### src/rtl/mem_lsu_pkg.sv
// Shared widths, load/store operation codes and FSM encoding for the
// memory load/store unit.
package mem_lsu_pkg;

   localparam int RegBus     = 32;
   localparam int RegAddrBus = 5;
   localparam int AluOpBus   = 8;

   localparam logic [RegBus-1:0] ZeroWord = '0;

   localparam logic [AluOpBus-1:0] OP_LB  = 8'b1110_0000;
   localparam logic [AluOpBus-1:0] OP_LH  = 8'b1110_0001;
   localparam logic [AluOpBus-1:0] OP_LW  = 8'b1110_0011;
   localparam logic [AluOpBus-1:0] OP_LBU = 8'b1110_0100;
   localparam logic [AluOpBus-1:0] OP_LHU = 8'b1110_0101;
   localparam logic [AluOpBus-1:0] OP_SB  = 8'b1110_1000;
   localparam logic [AluOpBus-1:0] OP_SH  = 8'b1110_1001;
   localparam logic [AluOpBus-1:0] OP_SW  = 8'b1110_1011;

   typedef enum logic {
      IDLE = 1'b0,
      BUSY = 1'b1
   } lsu_state_e;

endpackage

### src/rtl/lsu_align.sv
// Combinational lane logic: memory-op decode, misalignment detect, store
// byte enables and replication, load lane extraction with extension.
module lsu_align
   import mem_lsu_pkg::*;
(
   input  logic [AluOpBus-1:0] aluop,
   input  logic [1:0]          offset,
   input  logic [RegBus-1:0]   sdata,
   input  logic [RegBus-1:0]   rdata,
   output logic                is_mem,
   output logic                is_load,
   output logic                misalign,
   output logic [3:0]          be,
   output logic [RegBus-1:0]   store_data,
   output logic [RegBus-1:0]   load_data
);

   logic [7:0]  lane_byte;
   logic [15:0] lane_half;

   assign lane_byte = rdata[{offset, 3'b000} +: 8];
   assign lane_half = offset[1] ? rdata[31:16] : rdata[15:0];

   // Loads always fetch the full word; the lane is picked on the way back.
   always_comb begin
      is_mem     = 1'b0;
      is_load    = 1'b0;
      misalign   = 1'b0;
      be         = 4'b1111;
      store_data = sdata;
      load_data  = rdata;
      case (aluop)
         OP_LB: begin
            is_mem    = 1'b1;
            is_load   = 1'b1;
            load_data = {{24{lane_byte[7]}}, lane_byte};
         end
         OP_LBU: begin
            is_mem    = 1'b1;
            is_load   = 1'b1;
            load_data = {24'b0, lane_byte};
         end
         OP_LH: begin
            is_mem    = 1'b1;
            is_load   = 1'b1;
            misalign  = offset[0];
            load_data = {{16{lane_half[15]}}, lane_half};
         end
         OP_LHU: begin
            is_mem    = 1'b1;
            is_load   = 1'b1;
            misalign  = offset[0];
            load_data = {16'b0, lane_half};
         end
         OP_LW: begin
            is_mem   = 1'b1;
            is_load  = 1'b1;
            misalign = (offset != 2'b00);
         end
         OP_SB: begin
            is_mem     = 1'b1;
            be         = 4'b0001 << offset;
            store_data = {4{sdata[7:0]}};
         end
         OP_SH: begin
            is_mem     = 1'b1;
            misalign   = offset[0];
            be         = offset[1] ? 4'b1100 : 4'b0011;
            store_data = {2{sdata[15:0]}};
         end
         OP_SW: begin
            is_mem   = 1'b1;
            misalign = (offset != 2'b00);
         end
         default: ;
      endcase
   end

endmodule

### src/rtl/mem_lsu.sv
// Load/store unit between ex and writeback: passes ALU results through and
// runs one outstanding data-memory access at a time.
module mem_lsu
   import mem_lsu_pkg::*;
(
   input  logic                  clk,
   input  logic                  rst,
   input  logic                  ex_valid_i,
   output logic                  ex_ready_o,
   input  logic [AluOpBus-1:0]   aluop_i,
   input  logic [RegAddrBus-1:0] wd_i,
   input  logic                  wreg_i,
   input  logic [RegBus-1:0]     wdata_i,
   input  logic [RegBus-1:0]     sdata_i,
   output logic                  dmem_req_o,
   output logic                  dmem_we_o,
   output logic [RegBus-1:0]     dmem_addr_o,
   output logic [3:0]            dmem_be_o,
   output logic [RegBus-1:0]     dmem_wdata_o,
   input  logic                  dmem_ack_i,
   input  logic [RegBus-1:0]     dmem_rdata_i,
   input  logic                  dmem_err_i,
   output logic                  wb_valid_o,
   output logic [RegAddrBus-1:0] wd_o,
   output logic                  wreg_o,
   output logic [RegBus-1:0]     wdata_o,
   output logic                  stall_req_o,
   output logic                  misalign_o,
   output logic                  buserr_o
);

   lsu_state_e state, state_next;

   logic [AluOpBus-1:0]   op_q;
   logic [1:0]            offset_q;
   logic [RegAddrBus-1:0] wd_q;
   logic                  wreg_q;

   logic [AluOpBus-1:0] align_op;
   logic [1:0]          align_offset;
   logic                is_mem, is_load, misalign;
   logic [3:0]          be;
   logic [RegBus-1:0]   store_data, load_data;
   logic                accept, start_access, ack_seen;

   // One lane unit serves both phases: ex inputs while idle, the latched op while busy.
   assign align_op     = (state == BUSY) ? op_q : aluop_i;
   assign align_offset = (state == BUSY) ? offset_q : wdata_i[1:0];

   lsu_align u_align (
      .aluop      (align_op),
      .offset     (align_offset),
      .sdata      (sdata_i),
      .rdata      (dmem_rdata_i),
      .is_mem     (is_mem),
      .is_load    (is_load),
      .misalign   (misalign),
      .be         (be),
      .store_data (store_data),
      .load_data  (load_data)
   );

   assign accept       = (state == IDLE) & ex_valid_i;
   assign start_access = accept & is_mem & ~misalign;
   assign ack_seen     = (state == BUSY) & dmem_ack_i;
   assign ex_ready_o   = (state == IDLE);
   assign stall_req_o  = (state == BUSY) | (accept & is_mem);

   always_ff @(posedge clk or negedge rst) begin
      if (!rst) state <= IDLE;
      else      state <= state_next;
   end

   always_comb begin
      state_next = state;
      case (state)
         IDLE:    if (start_access) state_next = BUSY;
         BUSY:    if (dmem_ack_i)   state_next = IDLE;
         default: state_next = IDLE;
      endcase
   end

   // Fault and writeback pulses clear every cycle; wreg_o only rides with wb_valid_o.
   always_ff @(posedge clk or negedge rst) begin
      if (!rst) begin
         dmem_req_o   <= 1'b0;
         dmem_we_o    <= 1'b0;
         dmem_addr_o  <= ZeroWord;
         dmem_be_o    <= 4'b0000;
         dmem_wdata_o <= ZeroWord;
         wb_valid_o   <= 1'b0;
         wd_o         <= '0;
         wreg_o       <= 1'b0;
         wdata_o      <= ZeroWord;
         misalign_o   <= 1'b0;
         buserr_o     <= 1'b0;
         op_q         <= '0;
         offset_q     <= 2'b00;
         wd_q         <= '0;
         wreg_q       <= 1'b0;
      end else begin
         wb_valid_o <= 1'b0;
         wreg_o     <= 1'b0;
         misalign_o <= 1'b0;
         buserr_o   <= 1'b0;
         if (accept) begin
            if (!is_mem) begin
               wb_valid_o <= 1'b1;
               wd_o       <= wd_i;
               wreg_o     <= wreg_i & (wd_i != '0);
               wdata_o    <= wdata_i;
            end else if (misalign) begin
               wb_valid_o <= 1'b1;
               wd_o       <= wd_i;
               misalign_o <= 1'b1;
            end else begin
               dmem_req_o   <= 1'b1;
               dmem_we_o    <= ~is_load;
               dmem_addr_o  <= {wdata_i[RegBus-1:2], 2'b00};
               dmem_be_o    <= be;
               dmem_wdata_o <= store_data;
               op_q         <= aluop_i;
               offset_q     <= wdata_i[1:0];
               wd_q         <= wd_i;
               wreg_q       <= wreg_i;
            end
         end else if (ack_seen) begin
            dmem_req_o <= 1'b0;
            wb_valid_o <= 1'b1;
            wd_o       <= wd_q;
            if (dmem_err_i) begin
               buserr_o <= 1'b1;
            end else if (is_load) begin
               wdata_o <= load_data;
               wreg_o  <= wreg_q & (wd_q != '0);
            end
         end
      end
   end

endmodule

### config.mk
export PLATFORM = sky130hd
export DESIGN_NAME = mem_lsu
export DESIGN_NICKNAME = d
export VERILOG_FILES = /design/src/rtl/mem_lsu_pkg.sv /design/src/rtl/lsu_align.sv /design/src/rtl/mem_lsu.sv
export SDC_FILE = /design/constraint.sdc
export NUM_CORES = 1
export LEC_CHECK = 0
export ABC_AREA = 0
export BUFFER_PORTS_ARGS = -buffer_cell sky130_fd_sc_hd__buf_2
export CORE_UTILIZATION = 40
export CTS_BUF_LIST = sky130_fd_sc_hd__clkbuf_4 sky130_fd_sc_hd__clkbuf_8
export CTS_CLUSTER_SIZE = 20
export DETAILED_ROUTE_END_ITERATION = 7
export PLACE_DENSITY = 0.7
export SYNTH_ARGS = -nofsm -noshare
export SYNTH_HDL_FRONTEND = slang
export SYNTH_SLANG_ARGS = --single-unit
### constraint.sdc
create_clock -name clk -period 4.1 [get_ports clk]
set_input_delay 0.82 -clock clk [delete_from_list [all_inputs] [get_ports clk]]
set_output_delay 0.82 -clock clk [all_outputs]
set_load 0.02 [all_outputs]
==> reports/results.tsv, run 1 <==
metric	value	unit
cap_violations	0	
slew_headroom	35.1	%
cp_max_fo	27	
cts-htree-levels	4	
synth.area.top_cells	dfrtp_1 (50%), mux2_1 (6.6%), nand2_1 (5.7%), a21oi_1 (4.5%), mux2i_1 (3.8%)	
portBuffers	225	
cellInternalPower	2.47	mW
slowest_delay	980	ps
grt_usage	23.8	%
dr.pass1.iters	5	
post_cts_buffers	0	
dp.cells	1009	
antenna_found_initial	0	
yosys_register_bits	126	
path_cells	mux2i_1 > o311a_1 > o2111ai_1 > nand2_1 > buf_2	
seq_power_share	43.8	%
synth_top_cell_by_area	dfrtp_1	
cts_sinks	126	
cp.required	3280	ps
async_flop_share	100	%
gp_congestion	0.843	
utilization	52.3	%
final-hold-violation-count	0	
setup_viol	0	
rsz0062_at_grt	no	
vias	5472	
multi_input_area	0.00287	mm^2
r2r-start	state	
ys_seq_area_share	50.2	%
power.total	3.70	mW
synthTopCellsByCount	dfrtp_1 (126), nand2_1 (96), a21oi_1 (57), o21ai_0 (40), mux2_1 (37)	
synth_top_cell_area_share	50.2	%
die_w	127	um
ant_nets	0	
seq_area	0.00315	mm^2
n_antenna_cell	0	
initial_utilization	41.1	%
ir_worst_vdd	0.000260	V
synthCells	603	
cts_tree	built	
row_count	45	
dp_hpwl	13300	um
grt_max_degree	107	
die-area	0.0162	mm^2
hp-start	op_q[6]	
p_leak	4.09	nW
drt_iter0_drc	262	
start_kind	flip-flop	
grt_pass1_wl	29500	um
fill_cells	1467	
syn_area	0.00628	mm^2
critPathKind	flip-flop to primary output	
synth_ff_type	dfrtp_1	
yosysWarnings	0	
skew	10.5	ps
drive_gt1_share	35.7	%
synth_cell_types	57	
cts_buffer_depth	2	
max_freq	0.278	GHz
finalSetupTns	0	ps
ctsHoldBuffers	0	
wl_per_cell	17.7	um
synthMostInstantiatedCell	dfrtp_1	
clkLatencyLatePin	440	ps
startpoint	state	
core_area	0.0153	mm^2
fin_crit	3590	ps
crit_slowest_cell	dfrtp_1	
syn_to_final_growth	27.0	%
maxSlewViolCount	0	
die_h	127	um
switchingPower	1.24	mW
tightest_slew	974	ps
clk_pin_slew	70	ps
power_switching_share	33.4	%
vias_per_cell	5.26	
ios	228	
holdCritPathClass	flip-flop to flip-flop	
status	completed	
finalNetCount	932	
critPathArrivalTime	2770	ps
cts_inserted_buffers	17	
stdcell_count	1041	
grt_pass1_vias	5514	
whs	464	ps
end_kind	primary output	
synth_edf_count	0	
root_buffer	clkbuf_8	
p_clk_share	29.8	%
post-route-period-util	87.6	%
drt_wl_total	18400	um
p_comb_share	26.4	%
drc	0	
cts_resized	0	
synth.avg_cell_area	10.4	um^2
p_per_area	465	mW/mm^2
grt-ovfl-total	0	
-- metal layers --
layer  GRT usage [%]  share of wire [%]
met5               0                  0
met1            31.7                 45
met3            5.99                6.4
met4            8.82                2.1
met2            37.4                 47
-- cells by family (layout without fill, tap and decap cells) --
kind of cell	count (synthesis)	after routing	share of synthesized area, %
buffers and inverters	49	275	4.36
and+or+nand+nor	161	161	11.2
AOI/OAI and AO/OA	197	197	21.0
muxes	69	69	13.2
DFF	126	126	50.2
other	1	2	0.0597
-- layout by cell type, fill, tap and decap left out, drive strengths merged, types with 6 or more instances in the layout --
| cell type | netlist | final |
|---|---|---|
| a22oi | 15 | 15 |
| buf | 29 | 238 |
| mux2i | 24 | 24 |
| o21ai | 41 | 41 |
| nand2 | 96 | 96 |
| dfrtp | 126 | 126 |
| nor2 | 36 | 36 |
| a21o | 24 | 24 |
| a311oi | 8 | 8 |
| a2bb2oi | 6 | 6 |
| mux4 | 7 | 7 |
| o31ai | 17 | 17 |
| o22ai | 6 | 6 |
| a21oi | 59 | 59 |
| clkbuf | 15 | 23 |
| mux2 | 38 | 38 |
-- worst max-delay path: cells and delay by family, from the launching register on --
family	cells	cell delay, ps
AO/OA/AOI/OAI	2	430
buffers and inverters	1	170
multiplexers	1	600
AND/OR/NAND/NOR	1	140
flip-flops	1	980
-- per-stage QoR --
stage | worst slack (ps) | cell area [um^2]
finish | 507 | 7970
global route | 319 | 7970
CTS | 442 | 7970
detailed placement | 804 | 7560
global placement | 799 | 7560
floorplan | 1540 | 6280
-- cell type report --
class / count / area share [%]
timing repair buffer: 238 / 15.7
tap: 211 / 3.31
sequential: 126 / 39.5
clock buffer: 23 / 3.74
multi-input combinational: 429 / 36.0
inverter: 5 / 0.235
clock inverter: 9 / 1.38
-- state kept, by name, summed over array words and instances (netlist names) --
register,flops
dmem_wdata_o,32
wdata_o,32
dmem_addr_o,30
op_q,8
wd_o,5
wd_q,5
dmem_be_o,4
offset_q,2
buserr_o,1
dmem_req_o,1
dmem_we_o,1
misalign_o,1
state,1
wb_valid_o,1
wreg_o,1
wreg_q,1
-- power groups by stage --
stage	sequential, mW	clock, mW	combinational (mW)
floorplan	1.89	0	0.318
global placement	1.64	0	0.976
detailed placement	1.64	0	0.988
CTS	1.62	1.14	0.988
global route	1.65	1.19	1.07
finish	1.62	1.10	0.978
-- worst paths after layout --
path	to	slack, ps	depth (start not counted)
worst max-delay path	stall_req_o	510	5
worst min-delay path	op_q[6]	460	1
worst max register to register	dmem_addr_o[22]	780	5
worst min register to register	op_q[6]	460	1
max in group asynchronous	wdata_o[2]	2850	2
min in group asynchronous	dmem_addr_o[4]	500	1
Note: power is estimated with default switching activity, not from simulation.
==> inputs of run 2 (changes only) <==
--- a/config.mk
+++ b/config.mk
@@ -7,11 +7,13 @@
 export LEC_CHECK = 0
 export ABC_AREA = 0
 export BUFFER_PORTS_ARGS = -buffer_cell sky130_fd_sc_hd__buf_2
+export CELL_PAD_IN_SITES_DETAIL_PLACEMENT = 1
+export CELL_PAD_IN_SITES_GLOBAL_PLACEMENT = 1
 export CORE_UTILIZATION = 40
 export CTS_BUF_LIST = sky130_fd_sc_hd__clkbuf_4 sky130_fd_sc_hd__clkbuf_8
 export CTS_CLUSTER_SIZE = 20
 export DETAILED_ROUTE_END_ITERATION = 7
-export PLACE_DENSITY = 0.7
+export PLACE_DENSITY = 0.88
 export SYNTH_ARGS = -nofsm -noshare
 export SYNTH_HDL_FRONTEND = slang
 export SYNTH_SLANG_ARGS = --single-unit
==> run 2 against run 1 <==
  * First-iteration DRC count is 18% lower
  * Critical path depth stayed put
  * Register-to-register slack better by 140 ps
  * Die area stayed put
  * Total power is 4.0% higher
  * Highest routed layer unchanged
  * Largest cell class unchanged
  * Critical path type unchanged
  * Clock power is 12% higher
  * Clock skew is 2.6 ps higher
  * Largest power group unchanged
  * Critical endpoint unchanged
==> reports/results.tsv, run 2 (synthesized netlist as in run 1, its figures left out) <==
metric	value	unit	change
status	completed		unchanged
ant_nets	0		unchanged
fin_crit	3360	ps	was 3590 ps
path_cells	mux2i_1 > o311a_1 > o2111ai_1 > nand2_1 > buf_2		unchanged
die_h	127	um	unchanged
seq_power_share	42.2	%	was 43.8%
post_cts_buffers	0		unchanged
holdCritPathClass	input port to async pin		was flip-flop to flip-flop
critPathTopFamily	flip-flops		unchanged
endpoint	stall_req_o		unchanged
row_count	45		unchanged
drt_iter0_drc	215		was 262
drc	0		unchanged
gp_congestion	0.868		was 0.843
root_buffer	clkbuf_8		unchanged
grt-ovfl-total	0		unchanged
multi_input_area	0.00287	mm^2	unchanged
slew_headroom	33.8	%	was 35.1%
cts-htree-levels	4		unchanged
vias	5757		was 5472
die-area	0.0162	mm^2	unchanged
cap_violations	0		unchanged
startpoint	state		unchanged
ctsHoldBuffers	0		unchanged
layout_common_cells	buf_2 (224), dfrtp_1 (126), nand2_1 (96)		unchanged
slowest_delay	830	ps	was 980 ps
cp.depth	5		unchanged
wl_per_cell	19.8	um	was 17.7 um
utilization	52.5	%	was 52.3%
finalNetCount	932		unchanged
tightest_slew	993	ps	was 974 ps
p_clk_share	32.0	%	was 29.8%
cts_sinks	126		unchanged
grt_usage	26.9	%	was 23.8%
critPathKind	flip-flop to primary output		unchanged
post-route-period-util	81.9	%	was 87.6%
dp_hpwl	14900	um	was 13300 um
grt_max_degree	85		was 107
stdcell_count	1045		was 1041
portBuffers	225		unchanged
setup_viol	0		unchanged
cts_tree	built		unchanged
ios	228		unchanged
dr.pass1.iters	4		was 5
die_w	127	um	unchanged
ir_worst_vdd	0.000214	V	was 0.000260 V
cts_inserted_buffers	17		unchanged
r2r_slack	920	ps	was 780 ps
final_common_cell	buf_2		unchanged
initial_utilization	41.1	%	unchanged
skew	13.1	ps	was 10.5 ps
grt_pass1_wl	33000	um	was 29500 um
seq_area	0.00315	mm^2	unchanged
core_area	0.0153	mm^2	unchanged
p_leak	4.11	nW	was 4.09 nW
place_ws	992	ps	was 804 ps
fill_cells	1811		was 1467
power_switching_share	34.4	%	was 33.4%
cts_resized	0		unchanged
drive_gt1_share	35.7	%	unchanged
reg_top3	dmem_wdata_o (32), wdata_o (32), dmem_addr_o (30)		unchanged
critPathArrivalTime	2540	ps	was 2770 ps
vias_per_cell	5.51		was 5.26
crit_slowest_cell	dfrtp_1		unchanged
cellInternalPower	2.53	mW	was 2.47 mW
antenna_found_initial	3		was 0
maxSlewViolCount	0		unchanged
dp.cells	1009		unchanged
syn_to_final_growth	27.5	%	was 27.0%
r2r-start	state		unchanged
whs	389	ps	was 464 ps
drt_wl_total	20700	um	was 18400 um
clkLatencyLatePin	450	ps	was 440 ps
switchingPower	1.32	mW	was 1.24 mW
final-hold-violation-count	0		unchanged
power.total	3.85	mW	was 3.70 mW
rsz0062_at_grt	no		unchanged
clk_pin_slew	90	ps	was 70 ps
cts_buffer_depth	2		unchanged
r2r_end	wdata_o[20]		was dmem_addr_o[22]
max_freq	0.298	GHz	was 0.278 GHz
cp.required	3280	ps	about the same
place_area	0.00755	mm^2	was 0.00756 mm^2
grt_pass1_vias	6074		was 5514
end_kind	primary output		unchanged
p_comb_share	25.9	%	was 26.4%
worst-r2r-cell-count	7		was 5
stdcell_area	0.00801	mm^2	was 0.00797 mm^2
p_per_area	481	mW/mm^2	was 465 mW/mm^2
finalSetupTns	0	ps	unchanged
critPathBufInv	1		unchanged
start_kind	flip-flop		unchanged
cp_max_fo	22		was 27
worst_slack	740	ps	was 507 ps
[run 2: cell types whose count changed in the layout (fill, tap and decap cells not counted), sizes merged]
cell | previous run | this run
bufinv | 2 | 4
clkbuf | 23 | 17
clkinvlp | 3 | 2
diode | 0 | 4
inv | 5 | 10
[run 2: final cells by class]
type                            instances  share of cell area [%]
Sequential cell                       126                    39.4
Multi-Input combinational cell        429                    35.9
Timing Repair Buffer                  238                    15.5
Tap cell                              211                    3.30
Clock buffer                           17                    2.92
Clock inverter                         15                    2.61
Inverter                                5                   0.234
Antenna cell                            4                   0.125
[run 2: worst min-delay path by stage]
stage / endpoint / start / slack, ps / depth (start not counted)
5_1_grt: dmem_addr_o[25] / rst / 460 / 1
2_1_floorplan: op_q[6] / op_q[6] / 430 / 1
3_5_place_dp: op_q[7] / op_q[7] / 450 / 1
6_report: dmem_addr_o[25] / rst / 390 / 1
4_1_cts: dmem_wdata_o[19] / rst / 430 / 1
3_3_place_gp: op_q[5] / op_q[5] / 450 / 1
[run 2: metal layers]
| metal | up-vias | part of all wire (%) | global-route usage [%] |
|---|---|---|---|
| met1 | 2833 | 41 | 32.3 |
| met3 | 59 | 6.5 | 6.49 |
| met2 | 253 | 48 | 44.3 |
| met4 | 0 | 4.3 | 15.1 |
| met5 | - | 0 | 0 |
| li1 | 2612 | - | - |
[run 2: power by group through the flow]
stage / logic, mW / registers (mW) / clock network, mW
after floorplan: 0.318 / 1.89 / 0
after global placement: 0.972 / 1.64 / 0
after detailed placement: 1.00 / 1.65 / 0
after CTS: 1.01 / 1.63 / 1.26
after global routing: 1.08 / 1.66 / 1.31
final: 0.997 / 1.63 / 1.23
